File: src/rtl/hash_pkg.sv
// -----------------------------------------------------------------------------
// hash_pkg
// Shared defaults and types for the hash generator round datapath.
//   DEF_WIDTH  : hash word / key / data width
//   DEF_ROUNDS : rounds applied per hash
//   DEF_CNT_W  : round counter width
//   DEF_ROT    : left-rotate amount of the round function
//   DEF_SHR    : right-shift amount of the feedback term
// -----------------------------------------------------------------------------
package hash_pkg;

  localparam int DEF_WIDTH  = 32;
  localparam int DEF_ROUNDS = 16;
  localparam int DEF_CNT_W  = 4;
  localparam int DEF_ROT    = 5;
  localparam int DEF_SHR    = 3;

  // Hash word at the default width.
  typedef logic [DEF_WIDTH-1:0] hash_word_t;

  // Round index at the default counter width.
  typedef logic [DEF_CNT_W-1:0] round_idx_t;

endpackage : hash_pkg

File: src/rtl/rnd_mix.sv
// -----------------------------------------------------------------------------
// rnd_mix
// Purely combinational round function:
//   t      = x + key + zero_ext(cnt)   (mod 2^WIDTH)
//   x_next = rotl(t, ROT) ^ (x >> SHR) (logical shift of the old x)
// Ports:
//   x      in  WIDTH : current hash word
//   key    in  WIDTH : round key
//   cnt    in  CNT_W : round index
//   x_next out WIDTH : next hash word
// -----------------------------------------------------------------------------
module rnd_mix
  import hash_pkg::*;
#(
  parameter int WIDTH = DEF_WIDTH,
  parameter int CNT_W = DEF_CNT_W,
  parameter int ROT   = DEF_ROT,
  parameter int SHR   = DEF_SHR
) (
  input  logic [WIDTH-1:0] x,
  input  logic [WIDTH-1:0] key,
  input  logic [CNT_W-1:0] cnt,
  output logic [WIDTH-1:0] x_next
);

  logic [WIDTH-1:0] sum_s;
  logic [WIDTH-1:0] rot_s;

  // Round function: modular sum, rotate, xor with the shifted old word.
  always_comb begin
    sum_s  = x + key + WIDTH'(cnt);
    // ROT is strictly inside (0, WIDTH), so both shifts are well defined.
    rot_s  = (sum_s << ROT) | (sum_s >> (WIDTH - ROT));
    x_next = rot_s ^ (x >> SHR);
  end

endmodule : rnd_mix

File: src/rtl/rnd_datapath.sv
// -----------------------------------------------------------------------------
// rnd_datapath
// Round datapath of the hash generator: holds the working word x and the
// round counter, applying one round per enabled cycle.
// Ports:
//   clk       in  1     : clock, rising edge
//   rst       in  1     : asynchronous active-high reset
//   x_init    in  1     : load din into x (priority over x_en)
//   x_en      in  1     : apply one round to x
//   co_init   in  1     : clear round counter (priority over co_en)
//   co_en     in  1     : advance round counter, wrapping at ROUNDS-1
//   din       in  WIDTH : seed / message word
//   key       in  WIDTH : round key
//   co_co     out 1     : counter is at the last round
//   round_idx out CNT_W : current counter value
//   hash_out  out WIDTH : current x register
// -----------------------------------------------------------------------------
module rnd_datapath
  import hash_pkg::*;
#(
  parameter int WIDTH  = DEF_WIDTH,
  parameter int ROUNDS = DEF_ROUNDS,
  parameter int CNT_W  = DEF_CNT_W,
  parameter int ROT    = DEF_ROT,
  parameter int SHR    = DEF_SHR
) (
  input  logic             clk,
  input  logic             rst,
  input  logic             x_init,
  input  logic             x_en,
  input  logic             co_init,
  input  logic             co_en,
  input  logic [WIDTH-1:0] din,
  input  logic [WIDTH-1:0] key,
  output logic             co_co,
  output logic [CNT_W-1:0] round_idx,
  output logic [WIDTH-1:0] hash_out
);

  localparam logic [CNT_W-1:0] LAST_IDX = CNT_W'(ROUNDS - 1);

  logic [WIDTH-1:0] x_d;
  logic [WIDTH-1:0] x_q;
  logic [CNT_W-1:0] cnt_d;
  logic [CNT_W-1:0] cnt_q;
  logic [WIDTH-1:0] mix_s;
  logic             last_s;

  rnd_mix #(
    .WIDTH (WIDTH),
    .CNT_W (CNT_W),
    .ROT   (ROT),
    .SHR   (SHR)
  ) u_mix (
    .x      (x_q),
    .key    (key),
    .cnt    (cnt_q),
    .x_next (mix_s)
  );

  // Next-state for the working word and the round counter.
  always_comb begin
    x_d    = x_q;
    cnt_d  = cnt_q;
    last_s = (cnt_q == LAST_IDX);

    if (x_init) begin
      x_d = din;
    end else if (x_en) begin
      x_d = mix_s;
    end else begin
      x_d = x_q;
    end

    // Wrap explicitly at the last round so ROUNDS < 2^CNT_W never reaches ROUNDS.
    if (co_init) begin
      cnt_d = {CNT_W{1'b0}};
    end else if (co_en) begin
      if (last_s) begin
        cnt_d = {CNT_W{1'b0}};
      end else begin
        cnt_d = cnt_q + CNT_W'(1);
      end
    end else begin
      cnt_d = cnt_q;
    end
  end

  // State registers with asynchronous clear.
  always_ff @(posedge clk or posedge rst) begin
    if (rst) begin
      x_q   <= {WIDTH{1'b0}};
      cnt_q <= {CNT_W{1'b0}};
    end else begin
      x_q   <= x_d;
      cnt_q <= cnt_d;
    end
  end

  // Outputs are taken straight from registers; co_co decodes only cnt_q.
  always_comb begin
    hash_out  = x_q;
    round_idx = cnt_q;
    co_co     = (cnt_q == LAST_IDX);
  end

endmodule : rnd_datapath

File: config.mk
export PLATFORM = sky130hd
export DESIGN_NAME = rnd_datapath
export DESIGN_NICKNAME = d
export VERILOG_FILES = /design/src/rtl/hash_pkg.sv /design/src/rtl/rnd_mix.sv /design/src/rtl/rnd_datapath.sv
export SDC_FILE = /design/constraint.sdc
export NUM_CORES = 1
export LEC_CHECK = 0
export ABC_AREA = 1
export BUFFER_PORTS_ARGS = -buffer_cell sky130_fd_sc_hd__buf_2
export CORE_MARGIN = 2
export CORE_UTILIZATION = 48
export DETAILED_ROUTE_END_ITERATION = 6
export PLACE_DENSITY = 0.73
export SYNTH_ARGS = -nofsm -noshare
export SYNTH_HDL_FRONTEND = slang
export SYNTH_SLANG_ARGS = --single-unit
File: constraint.sdc
create_clock -name clk -period 3.5 [get_ports clk]
set_clock_uncertainty 0.15 [all_clocks]
set_input_delay 0.35 -clock clk [delete_from_list [all_inputs] [get_ports clk]]
set_output_delay 0.35 -clock clk [all_outputs]
set_load 0.01 [all_outputs]
* Yosys cells after proc, flatten, opt, wreduce, memory -nomap -nowiden *
Cells that the tools add are included.

word-level totals
  flip-flop bits (word level) = 36
  output and inout bits = 37
  bits of input ports = 70

operators by class
  bitwise logic cells = 2
  mux-type cells = 5
  add/subtract/negate cells = 3
  reduce and logical (&&, ||, !) cells = 2
  equal/unequal tests = 1

operators by type and width
  cell                                                           count
  32-bit two-way mux                                             2
  32-bit adder                                                   1
  32-bit by 4-bit adder with 32-bit output                       1
  32-bit by 5-bit bitwise OR with 32-bit output                  1
  32-bit by 29-bit bitwise XOR with 32-bit output                1
  4-bit two-way mux                                              3
  4-bit by 1-bit adder with 4-bit output, second input constant  1
  4-bit equality test, second input constant                     1
  2-bit nonzero test                                             2

* Depth between registers and ports, before layout *
Gate-level depths: netlist of the first run.

  depth in word-level cells = 6
  mapped depth = 16
  mapped depth without buffers = 16

* Modules after synthesis *
Synthesis of the first run repeated with hierarchy kept, for this count alone.

unflattened totals
  cell total of the unflattened synthesis = 752
  area, all modules = 4,654.5 um^2

by module, submodules not included
  module        instances  area each (um^2)  cells an instance
  rnd_mix       1          3,045.4           551
  rnd_datapath  1          1,609.0           201

* Worst setup path after synthesis of the first run *
Ideal clock, no wire load.

  kind = register to register
  start point = register cnt_q[1] (netlist: round_idx[1])
  end point = register x_q[14] (netlist: hash_out[14])
  arrival = 2.357 ns
  slack = 0.871 ns
  data required time = 3.229 ns
  buffers on the path = 0
  stages on the path, launching flop included = 13
  library setup time = 0.121 ns
  clock period less this slack = 2.629 ns
  path through = dfrtp_1 > inv_1 > fa_1 > inv_1 > ha_1 > fa_1 > nand3_1 > nand3_1 > nand2_1 > nand2_1 > or2_2 > nand3_1 > nand2_1

between the ends
  word-level cells in the longest chain between the ends = 5

ends and longest elaborated chain
  item                                             RTL line            RTL
  start, declared                                  rnd_datapath.sv:45  logic [CNT_W-1:0] cnt_q;
  start signal, assigned                           rnd_datapath.sv:93  cnt_q <= {CNT_W{1'b0}};
  start signal, assigned                           rnd_datapath.sv:96  cnt_q <= cnt_d;
  32-bit by 4-bit adder with 32-bit output         rnd_mix.sv:31       sum_s = x + key + WIDTH'(cnt);
  32-bit by 5-bit bitwise OR with 32-bit output    rnd_mix.sv:33       rot_s = (sum_s << ROT) | (sum_s >> (WIDTH - ROT));
  32-bit by 29-bit bitwise XOR with 32-bit output  rnd_mix.sv:34       x_next = rot_s ^ (x >> SHR);
  32-bit two-way mux                               rnd_datapath.sv:69  end else if (x_en) begin
  32-bit two-way mux                               rnd_datapath.sv:67  if (x_init) begin
  end signal, assigned                             rnd_datapath.sv:92  x_q <= {WIDTH{1'b0}};
  end, declared                                    rnd_datapath.sv:43  logic [WIDTH-1:0] x_q;

No other way between the ends. The select of a mux whose other input is x is not followed.
A chain may end at the register's enable or synchronous reset.

* Final worst setup path of the first run *
  start point = register cnt_q[1] (netlist: round_idx[1])
  end point = register x_q[30] (netlist: hash_out[30])

The elaborated chain is that of the path after synthesis.

==> results of run 1 <==
-- report_power, final --
group	internal, mW	switching [mW]	total [mW]
sequential	0.518	0.194	0.711
clock	0.212	0.183	0.395
combinational	0.849	1.37	2.22
total	1.58	1.75	3.33
-- cells by family after synthesis --
kind of cell,Yosys count
and+or+nand+nor,382
buffers and inverters,137
adders and majority gates,63
AOI/OAI and AO/OA,57
xor gates and xnor gates,37
DFF,36
-- worst max-delay path by stage --
stage                               to  slack [ps]          from  cells past startpoint
final                     hash_out[30]         700  round_idx[1]                     15
after global routing      hash_out[30]         520  round_idx[1]                     15
after CTS                 hash_out[30]         700  round_idx[1]                     15
after detailed placement  hash_out[30]         690        key[1]                     16
after global placement    hash_out[30]         740        key[1]                     16
after floorplan           hash_out[14]         870  round_idx[1]                     12
-- flip-flops by register name (all words and copies together) (netlist names) --
name	count
round_idx	4
hash_out	32
-- worst register-to-register path, cell delays in order (launching register included) --
cell and delay [ps]:
dfrtp_1 430, inv_1 80, fa_1 500, inv_1 40
ha_1 240, fa_1 440, nand3_1 90, nand3_1 130
nand2_1 90, nand2_1 80, nand2_1 80, nand2_2 70
nand2_2 70, nand3_1 60, nand3_1 80, nand2_1 50
-- area by class of cell --
class / count / area share [%]
inverters: 127 / 9.01
clock buffers: 6 / 1.37
repair buffers: 111 / 10.7
clock inverters: 2 / 0.662
flip-flops and latches: 36 / 17.0
multi-input cells: 539 / 58.6
well taps: 111 / 2.62
-- cell usage in the layout, fill, tap and decap left out, types with 2 or more instances in the layout --
cell      Yosys  routed
inv_2         3       3
nand2_1     261     261
a22oi_1      19      19
nor3_1        4       4
ha_1         58      58
nand3_2       4       4
buf_4         0       5
xor2_1       26      26
clkbuf_8      0       5
a21oi_1      20      20
a21o_1        2       2
dfrtp_1      36      36
or2_1         4       4
o21ai_0       8       8
o211ai_1      6       6
inv_1       124     124
nand3_1      48      48
xnor2_1      11      11
fa_1          5       5
nand2_2      11      11
nor2_1       40      39
nor2_2        3       4
or2_2         2       2
buf_2         6     106
and2_1        2       2
-- routing by layer --
metal | vias to the layer above | wire (um) | GRT usage [%]
met3 | 19 | 816 | 2.77
met4 | 0 | 303 | 9.15
met1 | 2201 | 6180 | 38.2
met5 | - | 0 | 0
met2 | 175 | 6860 | 50.6
li1 | 2430 | - | -
-- stage by stage --
| step | area, um2 | cells | hold slack [ps] | utilization (%) |
|---|---|---|---|---|
| finish | 5290 | 932 | 21.2 | 57.6 |
| global placement | 5180 | 924 | 362 | 56.4 |
| global route | 5290 | 932 | 70.3 | 57.6 |
| CTS | 5290 | 932 | 36.1 | 57.6 |
| detailed placement | 5180 | 924 | 369 | 56.4 |
| floorplan | 4520 | 712 | 333 | - |
==> results.toml, run 1 <==
[sta]
fmax_mhz = 357
finalWorstSetupSlack_ps = 700
finalCritPeriodShare_pct = 80.0
drv_slew = 0
slew_headroom_pct = 64.8
rsz0062_at_grt = "no"
setup_tns_ps = 0
period_minus_slack_ps = 2800
hold_viol_final = 0
finalSetupViolCount = 0
tightest_slew_ps = 529

[synthesis]
synthMuxAreaShare_pct = 0
yosys.area_share.simple_pct = 35.2
ys.flop_type = "dfrtp_1"
synth_most_common_cell = "nand2_1"
yosys-top-cells-count = "261 x nand2_1, 124 x inv_1, 58 x ha_1, 48 x nand3_1, 40 x nor2_1"
netlist.area_leader.share_pct = 21.7
netlist_instances = 712
yosys_warnings = 0
synth_edf_count = 0
synth.avg_cell_area_um2 = 6.35
syn_area_um2 = 4520
synth_top_family_by_area = "simple AND/OR/NAND/NOR gates"
synth.area.top_cells = "nand2_1 22%, dfrtp_1 20%, ha_1 16%"
synth_compound_area_share_pct = 7.86
yosysSeqAreaShare_pct = 19.9
synthDistinctLibCells = 29
yosysTopAreaCell = "nand2_1"
syn_nets = 845
synth-xor-area-share_pct = 7.17
synth_fa_ha_area_share_pct = 18.3
ys_async_sr_fraction_pct = 100
synth.ff_latch_count = 36

[setup_path]
reg2reg_from = "round_idx[1]"
critPathMaxFanout = 5
rr_worst_depth = 15
slowest_delay_ps = 500
cp.arrival_ps = 2840
path_buf_inv = 2
worstPathRequired_ps = 3540
critPathTopFamily = "adder cells"
path_class = "flip-flop to flip-flop"
cp_slowest_cell = "fa_1"
crit_chain = "inv_1 -> fa_1 -> inv_1 -> ha_1 -> fa_1 -> nand3_1 -> nand3_1 -> nand2_1 -> nand2_1 -> nand2_1 -> nand2_2 -> nand2_2 -> nand3_1 -> nand3_1 -> nand2_1"
end_kind = "flip-flop"
start_kind = "flip-flop"
r2r_slack_ps = 700
r2r_end = "hash_out[30]"

[die]
die_area_um2 = 10200
die_y_um = 101
fp.coreArea_um2 = 9200
dieWidth_um = 101
num_rows = 35
start_util_pct = 49.2
io_pins = 107

[pwr]
peakVddDrop_v = 0.000291
power_mw = 3.33
power_density_nw_per_um2 = 629
power_leakage_nw = 3.28

[clock_tree]
cts_resized = 0
cts_sinks = 36
post_cts_buffers = 0
path_clk_slew_ps = 90
clock_latency_ps = 300
clk_path_buf_depth = 2
htreeDepth = 2
cts-root-buf = "clkbuf_8"
ctsHoldBuffers = 0
cts_inserted_buffers = 5
cts_tree = "built"

[placed_design]
port_buffers = 106
place_ws_ps = 686
gp_congestion = 0.927
hpwl_mm = 11.6

[cells_and_area]
area_delta_synth_final_pct = 17.1
diodes = 0
fillCellCount = 945
multi_input_area_um2 = 3100
layout-drive-gt1-share_pct = 17.4
final_net_count = 953
ff_latch_area_um2 = 901

[job]
drv_cap = 0

[routing]
drcViolationCount = 0
dr_total_vias = 4825
postRouteAntennaNets = 0
via_per_inst = 5.18
drt_iter0_markers = 141
drt_first_pass_iters = 5
wl_per_cell_um = 15.2
drt_wl_total_mm = 14.2

[grt]
first_global_vias = 4645
antenna_found_initial = 0
grt_pass1_wl_mm = 23.0
gr-usage-all-layers_pct = 29.2
gr-total-overflow = 0
grt_max_degree = 37

[run_status]
outcome = "finished clean"

[hold_path]
hp-class = "input pin to asynchronous set/reset pin"
Note: power is estimated with default switching activity, not from simulation.
==> run 2: changes to the inputs <==
clock period = 2.7 ns   (was 3.5 ns; I/O delays follow)
==> run 2 against run 1 <==
  * Via count grew 1.7%
  * Global-route usage down 0.51 points
  * Count of clock-buffer cells in the layout decreased by 1
  * Critical path depth shrank 3
  * Sequential share of layout area down 0.43 points
  * Final area grew 2.6%
  * Register-to-register slack got worse by 560 ps
  * Highest routed layer unchanged
  * Largest power group unchanged
==> results.toml, run 2 (synthesis results as in run 1) <==
[run_status]
outcome = "finished clean"

[pwr]
power_leakage_nw = 3.35
comb_power_share_pct = 68.5
power_mw = 4.42
switching_power_mw = 2.30
switching_share_pct = 51.9
peakVddDrop_v = 0.000398
pwr-share-clk_pct = 11.6
p_int_mw = 2.13
seq_power_share_pct = 19.9
power_density_nw_per_um2 = 815

[grt]
grt_pass1_wl_mm = 22.8
gr-usage-all-layers_pct = 28.7
grt_max_degree = 37
first_global_vias = 4736
gr-total-overflow = 0
antenna_found_initial = 0

[cells_and_area]
layout.cells.most_common = "nand2_1"
layout-drive-gt1-share_pct = 19.4
final_net_count = 966
diodes = 0
area_delta_synth_final_pct = 20.1
final_cell_mix = "259 x nand2_1, 124 x inv_1, 106 x buf_2"
largest_reg_flops = 32

[sta]
period_minus_slack_ps = 2560
drv_slew = 0
slew_headroom_pct = 53.7
finalSetupViolCount = 0
hold_viol_final = 0
setup_tns_ps = 0
tightest_slew_ps = 694
fmax_mhz = 390
finalCritPeriodShare_pct = 94.8
rsz0062_at_grt = "yes"

[setup_path]
cp_slowest_cell = "fa_1"
start_kind = "flip-flop"
critPathMaxFanout = 4
cp.arrival_ps = 2600
critPathTopFamily = "adder cells"
worstPathRequired_ps = 2740
crit_top_cell = "nand2_1"
path_class = "flip-flop to flip-flop"
crit_chain = "inv_1 -> fa_1 -> inv_1 -> ha_1 -> fa_2 -> nand2_1 -> nand3_2 -> nand2_1 -> nand2_2 -> or2_1 -> nand3_1 -> nand2_1"
slowest_delay_ps = 490
path_buf_inv = 2
end_kind = "flip-flop"

[clock_tree]
cts_sinks = 36
cts_inserted_buffers = 5
clk_path_buf_depth = 2
cts_tree = "built"
path_clk_slew_ps = 90
cts-root-buf = "clkbuf_8"
htreeDepth = 2
clock_latency_ps = 300

[die]
io_pins = 107
die_y_um = 101
die_area_um2 = 10200
num_rows = 35
dieWidth_um = 101
fp.coreArea_um2 = 9200
start_util_pct = 49.2

[placed_design]
port_buffers = 106
hpwl_mm = 11.6
gp_congestion = 0.943

[routing]
drt_wl_total_mm = 14.4
dr_total_vias = 4906
wl_per_cell_um = 15.2
drcViolationCount = 0
drt_iter0_markers = 271
drt_first_pass_iters = 5
via_per_inst = 5.19
postRouteAntennaNets = 0

[job]
drv_cap = 0

[hold_path]
hp-class = "input pin to flip-flop"
[run 2: cell count changes in the layout (fill, tap and decap cells not counted), sizes merged]
cell / delta
buf: +12
clkbuf: -1
clkinvlp: +1
dlygate4sd3: +1
[run 2: tightest hold or removal path: stages]
cell     delay [ps]
buf_2            70
nand2_1          40
nand3_1          70
[run 2: area by class of cell]
type	instances	area (um2)
clock inverters	3	42.5
well taps	111	139
fillers	937	3770
inverters	127	477
clock buffers	5	68.8
multi-input cells	539	3120
flip-flops and latches	36	901
repair buffers	124	681
[run 2: what timing repair did]
action                                  in CTS  in global routing
endpoints found under the hold margin       36                  0
endpoints found under the setup margin       0                 12
buffers inserted                             0                  2
hold buffers                                 1                  0
gates resized for setup                      0                  6
[run 2: metal layers]
layer / share of wire, % / vias to the layer above / GRT usage (%)
met5: 0 / - / 0
met4: 2.2 / 0 / 7.48
met3: 6.1 / 27 / 3.68
met2: 48 / 180 / 49.0
met1: 44 / 2240 / 38.2
li1: - / 2459 / -
[run 2: worst paths after layout]
check | startpoint | to | slack, ps | cells after the start
worst max-delay path | round_idx[1] | hash_out[20] | 140 | 12
worst min-delay path | din[19] | hash_out[19] | 30 | 3
worst max register to register | round_idx[1] | hash_out[20] | 140 | 12
worst min register to register | hash_out[0] | hash_out[0] | 400 | 2
max in group asynchronous | rst | hash_out[15] | 1520 | 4
min in group asynchronous | rst | hash_out[5] | 510 | 4
[run 2: power groups by stage]
stage	clock network, mW	logic (mW)	registers, mW
floorplan	0	2.05	0.888
global route	0.547	3.40	0.895
finish	0.513	3.03	0.879
global placement	0	2.89	0.884
CTS	0.518	2.97	0.880
detailed placement	0	2.95	0.889
[run 2: per-stage QoR]
step	hold slack (ps)	worst slack [ps]	area, um2	utilization [%]	std cells
3_5_place_dp	282	65.9	5270	57.3	934
2_1_floorplan	253	71.4	4520	-	712
4_1_cts	37.6	72.6	5390	58.7	943
3_3_place_gp	277	78.6	5270	57.3	934
6_report	32.0	139	5430	59.0	945
5_1_grt	40.5	-12.1	5430	59.0	945
